$ cat src/rtl/regfile_pkg.sv
// Shared sizing, address/word types and the hardwired-zero register index
// for the 2-read/1-write register file.
package regfile_pkg;

    localparam int DATA_W   = 32;
    localparam int NUM_REGS = 32;
    localparam int ADDR_W   = $clog2(NUM_REGS);

    typedef logic [ADDR_W-1:0] reg_addr_t;
    typedef logic [DATA_W-1:0] reg_word_t;

    localparam reg_addr_t ZERO_REG = '0;

    // Register 0 is hardwired, so it can never be written or claimed
    function automatic logic is_writable(input reg_addr_t addr);
        return addr != ZERO_REG;
    endfunction

endpackage

$ cat src/rtl/regfile_read_port.sv
// One registered read port: selects data and busy for its address and holds
// them until the next read. REGFILE_BYPASS_EN forwards same-edge writeback data.
module regfile_read_port
    import regfile_pkg::*;
(
    input  logic                clk,
    input  logic                rst_n,
    input  logic                rd_en,
    input  reg_addr_t           addr,
    input  reg_word_t           regs [NUM_REGS],
    input  logic [NUM_REGS-1:0] busy_vec,
    input  logic                wr_en,
    input  reg_addr_t           wr_addr,
    input  reg_word_t           wr_data,
    input  logic                claim_en,
    input  reg_addr_t           claim_addr,
    output reg_word_t           rd_data,
    output logic                rd_busy
);

    reg_word_t sel_data;
    logic      sel_busy;

`ifdef REGFILE_BYPASS_EN
    // A colliding write clears busy unless the same edge re-claims the register
    always_comb begin
        sel_data = regs[addr];
        sel_busy = busy_vec[addr];
        if (wr_en && wr_addr == addr && is_writable(addr)) begin
            sel_data = wr_data;
            sel_busy = claim_en && (claim_addr == addr);
        end
    end
`else
    logic unused_bypass;
    assign unused_bypass = ^{wr_en, wr_addr, wr_data, claim_en, claim_addr};

    always_comb begin
        sel_data = regs[addr];
        sel_busy = busy_vec[addr];
    end
`endif

    always_ff @(posedge clk or negedge rst_n) begin
        if (!rst_n) begin
            rd_data <= '0;
            rd_busy <= 1'b0;
        end else if (rd_en) begin
            rd_data <= sel_data;
            rd_busy <= sel_busy;
        end
    end

endmodule

$ cat src/rtl/reg_file_2r1w.sv
// 32x32 register file with two registered read ports, one writeback port and
// a per-register busy scoreboard for RAW stalls. Optional macro: REGFILE_BYPASS_EN.
module reg_file_2r1w
    import regfile_pkg::*;
(
    input  logic                clk,
    input  logic                rst_n,
    input  logic                rd_en,
    input  reg_addr_t           rs1_addr,
    input  reg_addr_t           rs2_addr,
    output reg_word_t           rs1_data,
    output reg_word_t           rs2_data,
    output logic                rs1_busy,
    output logic                rs2_busy,
    output logic                rd_valid,
    input  logic                wr_en,
    input  reg_addr_t           wr_addr,
    input  reg_word_t           wr_data,
    input  logic                claim_en,
    input  reg_addr_t           claim_addr,
    output logic [NUM_REGS-1:0] busy_vec
);

    reg_word_t regs [NUM_REGS];

    // Entry 0 is reset to zero and never written, so reads of it return 0
    always_ff @(posedge clk or negedge rst_n) begin
        if (!rst_n) begin
            regs <= '{default: '0};
        end else if (wr_en && is_writable(wr_addr)) begin
            regs[wr_addr] <= wr_data;
        end
    end

    // A claim beats a same-edge write: the new producer is still outstanding
    always_ff @(posedge clk or negedge rst_n) begin
        if (!rst_n) begin
            busy_vec <= '0;
        end else begin
            for (int i = 1; i < NUM_REGS; i++) begin
                if (claim_en && claim_addr == reg_addr_t'(i)) begin
                    busy_vec[i] <= 1'b1;
                end else if (wr_en && wr_addr == reg_addr_t'(i)) begin
                    busy_vec[i] <= 1'b0;
                end
            end
        end
    end

    always_ff @(posedge clk or negedge rst_n) begin
        if (!rst_n) begin
            rd_valid <= 1'b0;
        end else begin
            rd_valid <= rd_en;
        end
    end

    regfile_read_port u_rs1_port (
        .clk        (clk),
        .rst_n      (rst_n),
        .rd_en      (rd_en),
        .addr       (rs1_addr),
        .regs       (regs),
        .busy_vec   (busy_vec),
        .wr_en      (wr_en),
        .wr_addr    (wr_addr),
        .wr_data    (wr_data),
        .claim_en   (claim_en),
        .claim_addr (claim_addr),
        .rd_data    (rs1_data),
        .rd_busy    (rs1_busy)
    );

    regfile_read_port u_rs2_port (
        .clk        (clk),
        .rst_n      (rst_n),
        .rd_en      (rd_en),
        .addr       (rs2_addr),
        .regs       (regs),
        .busy_vec   (busy_vec),
        .wr_en      (wr_en),
        .wr_addr    (wr_addr),
        .wr_data    (wr_data),
        .claim_en   (claim_en),
        .claim_addr (claim_addr),
        .rd_data    (rs2_data),
        .rd_busy    (rs2_busy)
    );

endmodule

$ cat config.mk
export PLATFORM = sky130hd
export DESIGN_NAME = reg_file_2r1w
export DESIGN_NICKNAME = d
export VERILOG_FILES = /design/src/rtl/regfile_pkg.sv /design/src/rtl/regfile_read_port.sv /design/src/rtl/reg_file_2r1w.sv
export SDC_FILE = /design/constraint.sdc
export NUM_CORES = 2
export LEC_CHECK = 0
export CORE_ASPECT_RATIO = 0.75
export CORE_MARGIN = 2
export CORE_UTILIZATION = 45
export CTS_BUF_LIST = sky130_fd_sc_hd__clkbuf_16
export CTS_CLUSTER_DIAMETER = 60
export CTS_CLUSTER_SIZE = 10
export DETAILED_ROUTE_END_ITERATION = 8
export GPL_TIMING_DRIVEN = 0
export REMOVE_ABC_BUFFERS = 1
export SLEW_MARGIN = 30
export SYNTH_ARGS = -nofsm -noshare
export SYNTH_HDL_FRONTEND = slang
export SYNTH_SLANG_ARGS = --single-unit
$ cat constraint.sdc
create_clock -name clk -period 1.6 [get_ports clk]
set_input_delay 0.24 -clock clk [delete_from_list [all_inputs] [get_ports clk]]
set_output_delay 0.24 -clock clk [all_outputs]
set_load 0.05 [all_outputs]
Word level (Yosys, flattened, before mapping)

Index checks and enable logic that the tools add are counted.

Mux-type cells: 75
Bitwise logic cells: 3
Reductions and logical operators: 96
$lt $le $gt $ge: 6
Equality and inequality tests: 62

Operators by type and width:

| operator             | count |
|---|---|
| $bwmux W1024         | 1 |
| $bmux W32 S5         | 2 |
| $demux W32 S5        | 1 |
| $eq A5 B5 Y1 const B | 32 |
| $mux W32             | 5 |
| $eq A5 B4 Y1 const B | 16 |
| $logic_and A1 B1 Y1  | 64 |
| $mux W1              | 64 |
| $reduce_bool A2 Y1   | 31 |
| $eq A5 B3 Y1 const B | 8 |
| $eq A5 B2 Y1 const B | 4 |
| $ge A6 B6 Y1 const B | 3 |
| $not A5 Y6           | 3 |
| $lt A5 B6 Y1 const B | 2 |
| $bmux W1 S5          | 2 |
| $eq A5 B1 Y1 const B | 2 |
| $lt A6 B1 Y1 const B | 1 |
| $reduce_bool A5 Y1   | 1 |

Register bits: 1,122

Logic depth before layout (Yosys ltp)

Depth in word-level cells: 6
Mapped depth: 9

By module

From an unflattened synthesis, not the netlist that was laid out.

Cells, all modules: 4,727
Area, all modules: 59,809.9 um2

Modules (own cells, without submodules):

| module            | times used | area an instance (um2) | cells an instance |
|---|---|---|---|
| reg_file_2r1w     | 1          | 39,277.7               | 2,391 |
| regfile_read_port | 2          | 10,266.1               | 1,168 |

Worst setup path before layout

OpenSTA, ideal clock, no wires.

Path type: input port to flip-flop
Start point: input rs1_addr[0]
End point: register u_rs1_port.rd_data[20]
Arrival: 1,844 ps
Buffers on the path: 3
Setup slack: -365 ps
Setup time: 122 ps
Required time: 1,478 ps
Stages: 7
Cell sequence: buf_2 > buf_2 > buf_2 > mux4_2 > o22ai_1 > o21ai_0 > a32o_1

Longest elaborated chain between the ends: 4

Ends and longest elaborated chain:

| element                                     | line                    | text |
|---|---|---|
| from (decl)                                 | reg_file_2r1w.sv:9      | `input reg_addr_t rs1_addr,` |
| $not A5 Y6 (not written as such)            | regfile_read_port.sv:39 | `sel_data = regs[addr];` |
| $bmux W32 S5                                | regfile_read_port.sv:39 |  |
| $mux W32 (not written as such) (2 in a row) | regfile_read_port.sv:39 |  |
| to (signal assigned)                        | regfile_read_port.sv:49 | `rd_data <= sel_data;` |
| to (decl)                                   | regfile_read_port.sv:17 | `output reg_word_t rd_data,` |

Every way passes these cells. The select of a mux whose other input is x is not followed.
A chain may end at the register's enable or synchronous reset.

Worst setup path in the final report

Start point: register busy_vec[31]
End point: output busy_vec[31]

RTL lines:

| element                           | line                | text |
|---|---|---|
| from (decl)                       | reg_file_2r1w.sv:21 | `output logic [NUM_REGS-1:0] busy_vec` |
| from (signal assigned)            | reg_file_2r1w.sv:38 | `busy_vec <= '0;` |
| from (signal, indexed assignment) | reg_file_2r1w.sv:42 | `busy_vec[i] <= 1'b1;` |
| from (signal, indexed assignment) | reg_file_2r1w.sv:44 | `busy_vec[i] <= 1'b0;` |

No word-level cell between the ends.

==> reports/qor.yml <==
cts-root-buf: "clkbuf_16"
p_seq_share_pct: 45.1
whs_ns: -0.630
dp_cells: 5837
cp_data_required_time_ns: 1.36
io_buffers: 154
synth_top_area_share_pct: 48.0
synth_edf_count: 0
fin_crit_ns: 1.72
finalSetupViolCount: 36
swShare_pct: 28.9
drc: 0
critPathSlowestCell: "dfrtp_2"
hold_violations: 336
synth_top_cell_by_area: "dfrtp_1"
final_core_util_pct: 54.1
violations: "negative hold slack, negative setup slack"
dr.pass1.iters: 7
die_w_um: 420
layout_setup_ws_ns: -0.119
pwr-share-comb_pct: 22.5
wl_um: 208000
avgRoutedWirePerCell_um: 34.0
synth_commonest_cells: "1122 x dfrtp_1, 1050 x mux2_2, 334 x mux4_2, 242 x clkbuf_1, 212 x nor2_1"
syn_area_per_cell_um2: 13.8
grt_pass1_wl_um: 296000
antenna_found_initial: 7
max_freq_mhz: 582
yosysMostFrequentCell: "dfrtp_1"
ir_drop_mv: 1.11
cp.arrival_ns: 1.48
drive_above_1_share_pct: 50.4
io_pins: 156
drv_cap: 0
clock_latency_ns: 0.75
cp_max_fo: 4
p_per_area_nw_per_um2: 1210
p_clk_share_pct: 32.4
overflow: 0
antenna_left: 0
first_global_vias: 40178
ys.flop_type: "dfrtp_1"
cp_top_family: "flip-flops"
slew_violations: 0
cts_max_path_buffers: 3
tightest_slew_ns: 1.11
cts_buffers: 131
rsz0062_at_grt: "true"
dieArea_um2: 133000
tns_ns: -1.07
dr.first_iter.drc_count: 4586
instances_no_fill: 6122
cts_sinks: 1122
grt_use_total_pct: 31.1
yosysSeqAreaShare_pct: 48.0
max-slew-margin-rel_pct: 25.7
synthCells: 4242
grt_max_degree: 126
vias: 40368
outcome: "finished with violations"
core_um2: 129000
cts_tree: "yes"
dp_slack_ns: -1.94
start_util_pct: 45.3
finalClockSkew_ns: 0.0196
end_kind: "output pin"
gp_congestion: 0.796
nets: 4421
area_growth_pct: 19.4
critPathKind: "flop to output pin"
yosys-top-cells-area: "dfrtp_1 48%, mux2_2 20%, mux4_2 13%, mux2i_1 3.3%, clkbuf_1 1.6%"
p_int_w: 0.0598
start_kind: "flop"
ys_ff_latch: 1122
path_buf_inv: 1
dpl.hpwl_um: 123000
yosys_warnings: 1
leakage_nw: 30.5
power.switching_w: 0.0243
netlist_area_um2: 58400
htreeDepth: 4
synthArstFlopShare_pct: 100
worstPathCellList: "buf_8"
cpPeakStageDelay_ns: 0.52
hp-class: "input port to async pin"
clk_pin_slew_worst_paths_ns: 0.06
fin_crit_sh_pct: 107
die_h_um: 316
rows: 114
synth.distinct_cells: 55
viasPerCell: 6.59
-- logic make-up after synthesis --
group,Yosys count,share of synthesized area [%]
AO/OA/AOI/OAI,486,6.05
buffers and inverters,491,3.75
flip-flops,1122,48.0
multiplexers,1636,37.9
other,1,0.00642
AND/OR/NAND/NOR,506,4.24
-- per-stage QoR --
step | power, W | cell area (µm²)
2_1_floorplan | 0.0489 | 56400
3_3_place_gp | 0.0562 | 60100
3_5_place_dp | 0.0555 | 63500
4_1_cts | 0.0838 | 69100
5_1_grt | 0.0874 | 69800
6_report | 0.0842 | 69800
-- sequential cells by signal, indices dropped and copies added, names as in the netlist --
signal and cells:
u_rs1_port.rd_busy 1, u_rs2_port.rd_busy 1, regs 1024, u_rs1_port.rd_data 32, busy_vec 31, u_rs2_port.rd_data 32, rd_valid 1
-- final cells by class --
cell class / count / area (µm²)
tap: 1740 / 2180
multi-input combinational: 2632 / 29300
sequential: 1122 / 28100
fill: 10495 / 59200
clock inverter: 7 / 71.3
inverter: 30 / 120
timing repair buffer: 447 / 6470
clock buffer: 141 / 3530
antenna: 3 / 7.51
-- worst paths after layout --
path                                   start                endpoint  slack [ns]  cells after the start
max in group asynchronous              rst_n               regs[313]        0.23                      4
worst min-delay path                   rst_n               regs[529]       -0.63                      1
worst max-delay path            busy_vec[31]            busy_vec[31]       -0.12                      1
worst min register to register     regs[997]               regs[997]        0.39                      0
min in group clk                 rs1_addr[4]  u_rs1_port.rd_data[27]        0.04                      3
worst max register to register  busy_vec[31]      u_rs1_port.rd_busy       -0.10                      5
-- layer usage --
metal / global-route usage [%] / part of all wire [%] / up-vias
met2: 47.2 / 45 / 2020
met1: 43.4 / 42 / 21521
li1: - / - / 16330
met5: 0 / 0.012 / -
met3: 7.84 / 9.3 / 493
met4: 11.2 / 3.8 / 4
-- repair_timing --
action | CTS | global route
gates cloned | 23 | 7
hold buffers | 17 | 1
setup buffers | 75 | 11
endpoints found under the hold margin | 364 | 299
pin swaps | 32 | 36
gates resized for setup | 841 | 96
setup endpoints to repair | 1174 | 485
-- cell usage in the layout (no fill, tap or decap), types with 11 or more instances in the layout --
master / n
a211oi_1: 87
a21oi_1: 49
a221o_1: 43
a32o_1: 47
buf_12: 36
buf_16: 80
buf_2: 36
buf_4: 111
buf_6: 121
buf_8: 13
bufbuf_16: 17
clkbuf_16: 148
dfrtp_1: 1101
dfrtp_2: 21
dlygate4sd3_1: 15
inv_1: 30
mux2_2: 1050
mux2_4: 58
mux2i_1: 193
mux4_2: 334
nand2_1: 58
nand2_4: 11
nor2_1: 197
nor2_4: 14
nor2b_1: 80
nor3_1: 36
nor4_1: 37
o2111ai_1: 19
o21ai_0: 27
o21ai_1: 12
o21ai_2: 30
o221ai_1: 16
o22ai_1: 54
o22ai_2: 41
o32ai_1: 18
-- power by group through the flow --
stage,clock network (W),logic (W),registers (W)
final,0.0273,0.0189,0.0379
after global routing,0.0288,0.0201,0.0386
after CTS,0.0276,0.0185,0.0377
after detailed placement,0,0.0174,0.0381
after global placement,0,0.0182,0.0380
after floorplan,0,0.0106,0.0382
No activity file was read; power rests on OpenSTA's default activity.
